--- src/rtl/wavegen_pkg.sv ---
`default_nettype none
// ============================================================================
// Module      : wavegen_pkg
// Description : Shared types, constants and helpers for the waveform output
//               path: frame width, DAC serialiser state encoding, and the
//               two's-complement to offset-binary conversion.
// Revision    : 1.0  initial release
// ============================================================================
package wavegen_pkg;

  localparam int FRAME_BITS = 16;

  // Serialiser state encoding
  typedef logic [2:0] state_t;
  localparam logic [2:0] ST_IDLE     = 3'd0;
  localparam logic [2:0] ST_SHIFT_LO = 3'd1;
  localparam logic [2:0] ST_SHIFT_HI = 3'd2;
  localparam logic [2:0] ST_CS_HI    = 3'd3;
  localparam logic [2:0] ST_LOAD     = 3'd4;

  // Offset binary is two's complement with the sign bit inverted
  function automatic logic [FRAME_BITS-1:0] to_offset_binary(input logic [FRAME_BITS-1:0] s);
    return {~s[FRAME_BITS-1], s[FRAME_BITS-2:0]};
  endfunction

endpackage
`default_nettype wire

--- src/rtl/dac_spi_out_if.sv ---
`default_nettype none
// ============================================================================
// Module      : dac_spi_out_if
// Description : Sample input, status and SPI DAC pins of the output stage.
//               master = upstream/host side, slave = dac_spi_out.
// Revision    : 1.0  initial release
// ============================================================================
interface dac_spi_out_if;
  import wavegen_pkg::*;

  logic [FRAME_BITS-1:0] sample;
  logic                  sample_valid;
  logic                  clear_ovr;
  logic                  sclk;
  logic                  sdo;
  logic                  cs_n;
  logic                  ldac_n;
  logic                  busy;
  logic                  ovr;

  modport master (
    output sample, sample_valid, clear_ovr,
    input  sclk, sdo, cs_n, ldac_n, busy, ovr
  );

  modport slave (
    input  sample, sample_valid, clear_ovr,
    output sclk, sdo, cs_n, ldac_n, busy, ovr
  );

endinterface
`default_nettype wire

--- src/rtl/spi_phase_counter.sv ---
`default_nettype none
// ============================================================================
// Module      : spi_phase_counter
// Description : Free-running 0..CLK_DIV-1 counter that times every SPI phase.
//               phase_done flags the terminal count; restart holds it at 0.
// Revision    : 1.0  initial release
// ============================================================================
module spi_phase_counter #(
  parameter int CLK_DIV = 2
) (
  input  logic clk,
  input  logic reset,
  input  logic restart,
  output logic phase_done
);

  localparam int            CNT_W    = (CLK_DIV > 1) ? $clog2(CLK_DIV) : 1;
  localparam logic [CNT_W-1:0] TERMINAL = CNT_W'(CLK_DIV - 1);

  logic [CNT_W-1:0] r_count;

  // Count phase cycles, wrapping on the terminal count so each timed state
  // lasts exactly CLK_DIV cycles without an explicit restart
  always_ff @(posedge clk or negedge reset) begin
    if (!reset) begin
      r_count <= '0;
    end else if (restart || (r_count == TERMINAL)) begin
      r_count <= '0;
    end else begin
      r_count <= r_count + CNT_W'(1);
    end
  end

  assign phase_done = (r_count == TERMINAL);

endmodule
`default_nettype wire

--- src/rtl/dac_spi_out.sv ---
`default_nettype none
// ============================================================================
// Module      : dac_spi_out
// Description : Captures a signed sample on a strobe, converts it to offset
//               binary, shifts it MSB-first to a 16-bit SPI DAC, then pulses
//               LDAC. Samples arriving mid-frame are dropped and flagged.
// Revision    : 1.0  initial release
// ============================================================================
module dac_spi_out
  import wavegen_pkg::*;
#(
  parameter int CLK_DIV = 2,
  parameter int DATA_W  = 16
) (
  input  logic          clk,
  input  logic          reset,
  dac_spi_out_if.slave  bus
);

  localparam logic [3:0] LAST_BIT = 4'(DATA_W - 1);

  logic [2:0]        r_state;
  logic [DATA_W-1:0] r_shift;
  logic [3:0]        r_bit_cnt;
  logic              r_sclk;
  logic              r_sdo;
  logic              r_cs_n;
  logic              r_ldac_n;
  logic              r_busy;
  logic              r_ovr;
  logic              w_phase_done;
  logic              w_restart;
  logic [DATA_W-1:0] w_offset;

  assign w_offset  = to_offset_binary(bus.sample);
  // Hold the phase counter at zero while idle so the first SHIFT_LO is full length
  assign w_restart = (r_state == ST_IDLE);

  spi_phase_counter #(.CLK_DIV(CLK_DIV)) u_phase (
    .clk        (clk),
    .reset      (reset),
    .restart    (w_restart),
    .phase_done (w_phase_done)
  );

  // Frame sequencer: every output pin is a register updated on state changes
  always_ff @(posedge clk or negedge reset) begin
    if (!reset) begin
      r_state   <= ST_IDLE;
      r_shift   <= '0;
      r_bit_cnt <= '0;
      r_sclk    <= 1'b0;
      r_sdo     <= 1'b0;
      r_cs_n    <= 1'b1;
      r_ldac_n  <= 1'b1;
      r_busy    <= 1'b0;
    end else begin
      case (r_state)
        ST_IDLE: begin
          if (bus.sample_valid) begin
            r_shift   <= w_offset;
            r_sdo     <= w_offset[DATA_W-1];
            r_cs_n    <= 1'b0;
            r_bit_cnt <= LAST_BIT;
            r_busy    <= 1'b1;
            r_state   <= ST_SHIFT_LO;
          end
        end
        ST_SHIFT_LO: begin
          if (w_phase_done) begin
            r_sclk  <= 1'b1;
            r_state <= ST_SHIFT_HI;
          end
        end
        ST_SHIFT_HI: begin
          if (w_phase_done) begin
            r_sclk <= 1'b0;
            if (r_bit_cnt != 4'd0) begin
              // Next bit moves with the falling sclk edge for full setup time
              r_bit_cnt <= r_bit_cnt - 4'd1;
              r_shift   <= r_shift << 1;
              r_sdo     <= r_shift[DATA_W-2];
              r_state   <= ST_SHIFT_LO;
            end else begin
              r_cs_n  <= 1'b1;
              r_sdo   <= 1'b0;
              r_state <= ST_CS_HI;
            end
          end
        end
        ST_CS_HI: begin
          if (w_phase_done) begin
            r_ldac_n <= 1'b0;
            r_state  <= ST_LOAD;
          end
        end
        ST_LOAD: begin
          if (w_phase_done) begin
            r_ldac_n <= 1'b1;
            r_busy   <= 1'b0;
            r_state  <= ST_IDLE;
          end
        end
        default: begin
          r_state <= ST_IDLE;
        end
      endcase
    end
  end

  // Sticky overrun: a strobe while busy sets it, and setting beats clearing
  always_ff @(posedge clk or negedge reset) begin
    if (!reset) begin
      r_ovr <= 1'b0;
    end else if (bus.sample_valid && (r_state != ST_IDLE)) begin
      r_ovr <= 1'b1;
    end else if (bus.clear_ovr) begin
      r_ovr <= 1'b0;
    end
  end

  assign bus.sclk   = r_sclk;
  assign bus.sdo    = r_sdo;
  assign bus.cs_n   = r_cs_n;
  assign bus.ldac_n = r_ldac_n;
  assign bus.busy   = r_busy;
  assign bus.ovr    = r_ovr;

endmodule
`default_nettype wire
--- src/flat_wrapper.sv ---
// flat-port wrapper written by rule: the top's interface ports become plain ports
module dac_spi_out_flat import wavegen_pkg::*;
#(
  parameter int CLK_DIV = 2,
  parameter int DATA_W  = 16
)
  (clk, reset, bus_sample, bus_sample_valid, bus_clear_ovr, bus_sclk, bus_sdo, bus_cs_n, bus_ldac_n, bus_busy, bus_ovr);
  dac_spi_out_if bus_i ();
  input  logic clk;
  input  logic reset;
  input wire logic [$bits(bus_i.sample)-1:0] bus_sample;
  input wire logic [$bits(bus_i.sample_valid)-1:0] bus_sample_valid;
  input wire logic [$bits(bus_i.clear_ovr)-1:0] bus_clear_ovr;
  output wire logic [$bits(bus_i.sclk)-1:0] bus_sclk;
  output wire logic [$bits(bus_i.sdo)-1:0] bus_sdo;
  output wire logic [$bits(bus_i.cs_n)-1:0] bus_cs_n;
  output wire logic [$bits(bus_i.ldac_n)-1:0] bus_ldac_n;
  output wire logic [$bits(bus_i.busy)-1:0] bus_busy;
  output wire logic [$bits(bus_i.ovr)-1:0] bus_ovr;
  assign bus_i.sample = bus_sample;
  assign bus_i.sample_valid = bus_sample_valid;
  assign bus_i.clear_ovr = bus_clear_ovr;
  assign bus_sclk = bus_i.sclk;
  assign bus_sdo = bus_i.sdo;
  assign bus_cs_n = bus_i.cs_n;
  assign bus_ldac_n = bus_i.ldac_n;
  assign bus_busy = bus_i.busy;
  assign bus_ovr = bus_i.ovr;
  dac_spi_out #(.CLK_DIV(CLK_DIV), .DATA_W(DATA_W)) u_core (.clk(clk), .reset(reset), .bus(bus_i));
endmodule
--- config.mk ---
export PLATFORM = sky130hd
export DESIGN_NAME = dac_spi_out_flat
export DESIGN_NICKNAME = d
export VERILOG_FILES = /design/src/rtl/wavegen_pkg.sv /design/src/rtl/dac_spi_out_if.sv /design/src/rtl/spi_phase_counter.sv /design/src/rtl/dac_spi_out.sv /design/src/flat_wrapper.sv
export SDC_FILE = /design/constraint.sdc
export NUM_CORES = 1
export LEC_CHECK = 0
export BUFFER_PORTS_ARGS = -buffer_cell sky130_fd_sc_hd__clkbuf_2
export CORE_MARGIN = 2
export CORE_UTILIZATION = 49
export CTS_BUF_LIST = sky130_fd_sc_hd__clkbuf_16
export DETAILED_ROUTE_END_ITERATION = 6
export GPL_ROUTABILITY_DRIVEN = 0
export PLACE_DENSITY = 0.74
export SETUP_SLACK_MARGIN = 0.5
export SYNTH_ARGS = -nofsm -noshare
export SYNTH_HDL_FRONTEND = slang
export SYNTH_SLANG_ARGS = --single-unit
--- constraint.sdc ---
create_clock -name clk -period 1.7 [get_ports clk]
set_input_delay 0.17 -clock clk [delete_from_list [all_inputs] [get_ports clk]]
set_output_delay 0.17 -clock clk [all_outputs]
set_load 0.01 [all_outputs]
==> results of run 1 <==
[timing repair]
item | CTS | global route
hold buffers | 1 | 0
pin swaps | 3 | 6
hold endpoints to repair | 27 | 0
gates resized for setup | 8 | 19
setup endpoints to repair | 22 | 28
setup buffers | 6 | 1
cloned | 0 | 0
[stage by stage]
stage / setup slack (ns) / cell area (um2) / utilization [%] / power, W
6_report: 0.0177 / 2030 / 68.2 / 0.00401
5_1_grt: -0.00226 / 2030 / 68.2 / 0.00426
4_1_cts: 0.0428 / 1940 / 65.3 / 0.00379
3_5_place_dp: -0.0855 / 1710 / 57.4 / 0.00272
3_3_place_gp: -0.0373 / 1710 / 57.4 / 0.00265
2_1_floorplan: 0.0475 / 1530 / - / 0.00238
[flip-flops by register name (all words and copies together), names as in the netlist]
name and count:
u_core.bus.sdo 1, u_core.bus.ldac_n 1, u_core.r_state 3, u_core.bus.busy 1, u_core.bus.ovr 1, u_core.bus.cs_n 1, u_core.r_bit_cnt 4, u_core.r_shift 15
u_core.bus.sclk 1, u_core.u_phase.phase_done 1
[final timing paths]
kind | from | cells after the start | slack, ns | endpoint
hold / removal | bus_clear_ovr | 2 | 0.10 | u_core.bus.ovr$_DFFE_PN0P_
hold reg to reg | u_core.r_shift[0]$_DFFE_PN0P_ | 1 | 0.48 | u_core.r_shift[0]$_DFFE_PN0P_
min in group asynchronous | reset | 2 | 0.48 | u_core.bus.sdo$_DFFE_PN0P_
setup / recovery | u_core.r_state[1]$_DFFE_PN0P_ | 4 | 0.02 | u_core.r_shift[13]$_DFFE_PN0P_
setup reg to reg | u_core.r_state[1]$_DFFE_PN0P_ | 4 | 0.02 | u_core.r_shift[13]$_DFFE_PN0P_
max in group asynchronous | reset | 2 | 0.72 | u_core.r_state[2]$_DFFE_PN0P_
[layout by cell type, fill, tap and decap left out, drive strengths merged, types with 2 or more instances in the layout]
master / netlist / routed
clkbuf: 3 / 30
mux2: 29 / 29
dfrtp: 27 / 27
buf: 4 / 16
inv: 7 / 8
o21ai: 8 / 8
a21oi: 6 / 6
nor2: 5 / 5
nand2: 4 / 4
nor3b: 3 / 3
a21o: 2 / 2
nand3: 2 / 2
dfstp: 2 / 2
nor3: 2 / 2
[logic make-up after synthesis]
group	after synthesis	synth area share (%)
multiplexers	29	24.1
flip-flops	29	48.8
AO/OA/AOI/OAI	26	12.0
AND/OR/NAND/NOR	22	9.72
buffers and inverters	14	4.53
adder cells (fa/ha/maj)	1	0.838
[critical path, stage by stage, from the launching register on]
cell     delay [ns]
dfrtp_1        0.40
or4b_4         0.58
o21ai_4        0.11
buf_6          0.17
mux2_4         0.30
[Yosys cell counts]
| master | instances | share of area [%] |
|---|---|---|
| dfstp_2 | 2 | 3.5 |
| buf_2 | 3 | 1.0 |
| or4b_4 | 1 | 0.92 |
| a21o_1 | 2 | 1.0 |
| o21ai_4 | 1 | 1.1 |
| mux2_4 | 9 | 9.1 |
| dfrtp_1 | 27 | 45 |
| and3b_1 | 1 | 0.59 |
| nor3b_1 | 1 | 0.50 |
| a22o_1 | 1 | 0.59 |
| a31oi_1 | 1 | 0.42 |
| nor2_1 | 5 | 1.3 |
| or3_1 | 1 | 0.42 |
| a32o_1 | 1 | 0.67 |
| a21oi_1 | 6 | 2.0 |
| mux2_2 | 19 | 14 |
| o21ai_0 | 7 | 2.3 |
| nor4bb_1 | 1 | 0.67 |
| a32oi_1 | 1 | 0.59 |
| o22ai_1 | 1 | 0.42 |
| nand4bb_1 | 1 | 0.75 |
| inv_1 | 7 | 1.8 |
| o211a_1 | 1 | 0.67 |
| nand3_1 | 2 | 0.67 |
| or3b_2 | 1 | 0.59 |
| o2bb2ai_1 | 1 | 0.59 |
| nand2_1 | 4 | 1.0 |
| ha_1 | 1 | 0.84 |
| a21boi_0 | 1 | 0.50 |
| clkbuf_1 | 3 | 0.75 |
| nor3b_2 | 2 | 1.7 |
| a311oi_1 | 1 | 0.59 |
| o31ai_1 | 1 | 0.50 |
| nor3_1 | 2 | 0.67 |
| mux2_1 | 1 | 0.75 |
| buf_8 | 1 | 1.0 |
[final cells by class]
type                    instances  area, um2  area share (%)
flip-flops and latches         29        729            35.9
repair buffers                 42        290            14.3
clock buffers                   5        125            6.16
inverters                       7       26.3            1.29
multi-input cells              78        812            40.0
well taps                      33       41.3            2.03
clock inverters                 2       7.51           0.369
[power by group]
group | total [W] | switching, W | internal (W)
clock network | 0.000800 | 0.000279 | 0.000520
logic | 0.00197 | 0.000825 | 0.00115
registers | 0.00124 | 0.000226 | 0.00101
[routing by layer]
metal,GRT usage [%],vias to the layer above
met5,0,-
met3,9.39,10
li1,-,520
met4,10.4,0
met2,28.7,27
met1,24.1,556
==> out/metrics.yaml, run 1 <==
yosysSeqAreaShare_pct: 48.8
via_count: 1113
maxCapViolCount: 0
crit_required_ns: 1.85
slew_headroom_pct: 52.7
synth-seq-cells: 29
cts_buffers: 5
antenna_found_initial: 0
period_needed_ns: 1.68
drt-initial-drc-count: 30
start_kind: "register"
power.density_mw_per_mm2: 1970
hpwl_um: 2020
worstMarginPinSlew_ns: 0.710
synthToLayoutAreaGrowth_pct: 36.1
dr.pass1.iters: 4
skew_ns: 0.00442
top_layer: "met4"
drc: 0
clk_pin_slew_ns: 0.05
setup_violations: 0
max_freq_mhz: 594
grt_max_degree: 30
die_area_mm2: 0.00350
nFillCells: 215
worstSkewPairLatency_ns: 0.27
fin_nets: 184
cts.sinks: 29
routed_wirelength_um: 3260
synth_cells: 121
diodes: 0
cp_max_fo: 7
avgSynthCellArea_um2: 12.3
period_share_pct: 99.0
hold_path.class: "input pin to register"
cts-root-buf: "clkbuf_16"
grt_pass1_vias: 1130
setup_tns_ns: 0
core_mm2: 0.00298
rsz0062_at_grt: "true"
synth.net_count: 142
p_leak_nw: 0.944
synth_area_mm2: 0.00149
initial_core_util_pct: 50.1
htree_levels: 2
routedLengthMet1_um: 1410
met3WireLength_um: 127
ioPinCount: 26
row_count: 20
status: "finished clean"
ir_drop_uv: 1010
synth_warnings: 0
clockBufferDepth: 2
ys_types: 36
dp.cells: 181
die_x_um: 59.2
viasPerCell: 5.68
grt_pass1_wl_um: 5020
drive_above_1_share_pct: 57.7
holdWs_ns: 0.103
overflow: 0
drv_slew: 0
critPathCaptureType: "register"
track_usage_pct: 19.7
tritoncts: "done"
die_h_um: 59.2
finalNonFillerCells: 196
hold_viol: 0
numPortBuffers: 25
wl_per_cell_um: 16.6
cp.arrival_ns: 1.84
crit_type: "register to register"
ant_nets: 0
wl_met2_um: 1640
Power figures use the tool's default switching activity.
==> run 2, diff against run 1 <==
- ABC_AREA: not set -> 1
==> out/metrics.yaml, run 2 <==
cts.sinks: 29
numPortBuffers: 25
dr.pass1.iters: 4
avgSynthCellArea_um2: 7.27
synth-seq-cells: 29
cp_max_fo: 5
diodes: 0
synth_warnings: 0
critPathCaptureType: "register"
critPathSlowestCell: "dfrtp_2"
drc: 0
worstSkewPairLatency_ns: 0.27
initial_core_util_pct: 50.8
crit_required_ns: 1.86
die_x_um: 59.8
synth_area_mm2: 0.00153
fin_nets: 275
period_needed_ns: 1.38
slew_headroom_pct: 53.6
fin_util_pct: 71.1
total_power_w: 0.00407
die_h_um: 59.8
synth.net_count: 231
core_mm2: 0.00300
clockBufferDepth: 2
yosys-top-cells-count: "nand2_1 (104), nand3_1 (29), dfrtp_1 (27)"
synth_top_area_share_pct: 44.3
overflow: 0
drt-initial-drc-count: 76
grt_pass1_wl_um: 5820
synthToLayoutAreaGrowth_pct: 39.8
track_usage_pct: 22.3
ys_types: 19
ir_drop_uv: 981
grt_pass1_vias: 1310
top_register: "u_core.r_shift"
reg.largest.list: "u_core.r_shift (15), u_core.r_bit_cnt (4), u_core.r_state (3)"
cts-root-buf: "clkbuf_16"
path_cells: "inv_2, nand2_2, nor2_4, nand3_4, buf_4, nand3_1, nand2_1"
synthArstFlopShare_pct: 100
synth_top_cell_by_area: "dfrtp_1"
synth_flop_cell: "dfrtp_1"
cp.arrival_ns: 1.54
cts_buffers: 5
grt_max_degree: 30
setup_tns_ns: 0
drv_slew: 0
holdWs_ns: 0.100
rsz0062_at_grt: "true"
die_area_mm2: 0.00358
layout_commonest_cell: "nand2_1"
dp_slack_ns: 0.259
crit_type: "register to register"
htree_levels: 2
synth_area_leaders: "dfrtp_1 (44%), nand2_1 (26%), nand3_1 (9.5%), inv_1 (3.7%), dfstp_2 (3.4%)"
nFillCells: 226
largest_reg_flops: 15
maxCapViolCount: 0
clk_pin_slew_ns: 0.05
power.density_mw_per_mm2: 1910
p_leak_nw: 1.14
status: "finished clean"
tritoncts: "done"
via_count: 1519
max_freq_mhz: 726
drive_above_1_share_pct: 34.5
synth_edf_count: 0
hold_viol: 0
hpwl_um: 2060
critPathMaxStageDelay_ns: 0.43
ant_nets: 0
postLayoutSetupSlackWorst_ns: 0.323
synth_cells: 210
wl_per_cell_um: 13.8
row_count: 20
hold_path.class: "input pin to register"
viasPerCell: 5.27
skew_ns: 0.00308
worstMarginPinSlew_ns: 0.696
antenna_found_initial: 0
mostFrequentLayoutCells: "nand2_1 (101), clkbuf_2 (25), dfrtp_1 (23), nand3_1 (15), nand3_2 (12)"
routed_wirelength_um: 3970
setup_violations: 0
multi_input_area_um2: 846
start_kind: "register"
yosysSeqAreaShare_pct: 47.7
synth.most_common_cell: "nand2_1"
ioPinCount: 26
period_share_pct: 81.0
final-seq-area_um2: 733
[run 2: cell count changes in the layout (fill, tap and decap cells not counted), sizes merged, moves of 2 or more]
cell / change
a21oi: -6
nor3: -2
inv: +9
o21ai: -3
nand3: +29
mux2: -29
nor2: +8
nand2: +104
a21o: -2
nor3b: -3
[run 2: cell families after synthesis]
family	share of synthesized area (%)
simple gates	41.3
flops	47.7
buf+inv	8.11
compound gates	2.05
fa+ha+maj	0.820
[run 2: timing repair]
| item | CTS | global route |
|---|---|---|
| gates cloned | 0 | 4 |
| hold buffers | 1 | 0 |
| resized for setup | 15 | 24 |
| pin swaps | 3 | 14 |
| endpoints found under the setup margin | 24 | 24 |
| hold endpoints to repair | 27 | 0 |
| setup buffers | 10 | 1 |
[run 2: area by class of cell]
class | count | share of cell area, %
flip-flops and latches | 29 | 34.3
clock buffers | 5 | 5.86
well taps | 33 | 1.93
multi-input cells | 160 | 39.6
repair buffers | 42 | 14.7
clock inverters | 3 | 0.645
inverters | 16 | 2.93
[run 2: final timing paths]
| check | slack, ns | cells past startpoint | from | endpoint |
|---|---|---|---|---|
| setup / recovery | 0.32 | 7 | u_core.r_state[0]$_DFFE_PN0P_ | u_core.r_shift[3]$_DFFE_PN0P_ |
| hold / removal | 0.10 | 2 | bus_clear_ovr | u_core.bus.ovr$_DFFE_PN0P_ |
| setup reg to reg | 0.32 | 7 | u_core.r_state[0]$_DFFE_PN0P_ | u_core.r_shift[3]$_DFFE_PN0P_ |
| hold reg to reg | 0.49 | 2 | u_core.bus.ldac_n$_DFFE_PN1P_ | u_core.bus.ldac_n$_DFFE_PN1P_ |
| max in group asynchronous | 0.72 | 2 | reset | u_core.r_state[1]$_DFFE_PN0P_ |
| min in group asynchronous | 0.49 | 2 | reset | u_core.bus.sclk$_DFFE_PN0P_ |
[run 2: per-layer routing]
layer / track usage (%) / vias to the layer above / part of all wire, %
met3: 4.76 / 10 / 6.9
met1: 29.3 / 698 / 40
met4: 13.0 / 0 / 2.1
met5: 0 / - / 0
li1: - / 743 / -
met2: 33.7 / 68 / 51
[run 2: metrics by stage]
stage	instances	instance area, um2
2_1_floorplan	210	1530
3_3_place_gp	264	1670
3_5_place_dp	264	1670
4_1_cts	283	1960
5_1_grt	288	2130
6_report	288	2130
[run 2: critical path, delay by kind of cell, from the launching register on]
kind,cells,cell delay [ns]
buffers and inverters,2,0.25
DFF,1,0.43
and+or+nand+nor,5,0.58
[run 2: power by group]
group	internal [W]	switching, W
Clock	0.000528	0.000283
Sequential	0.00103	0.000297
Combinational	0.000820	0.00111
Total	0.00238	0.00169
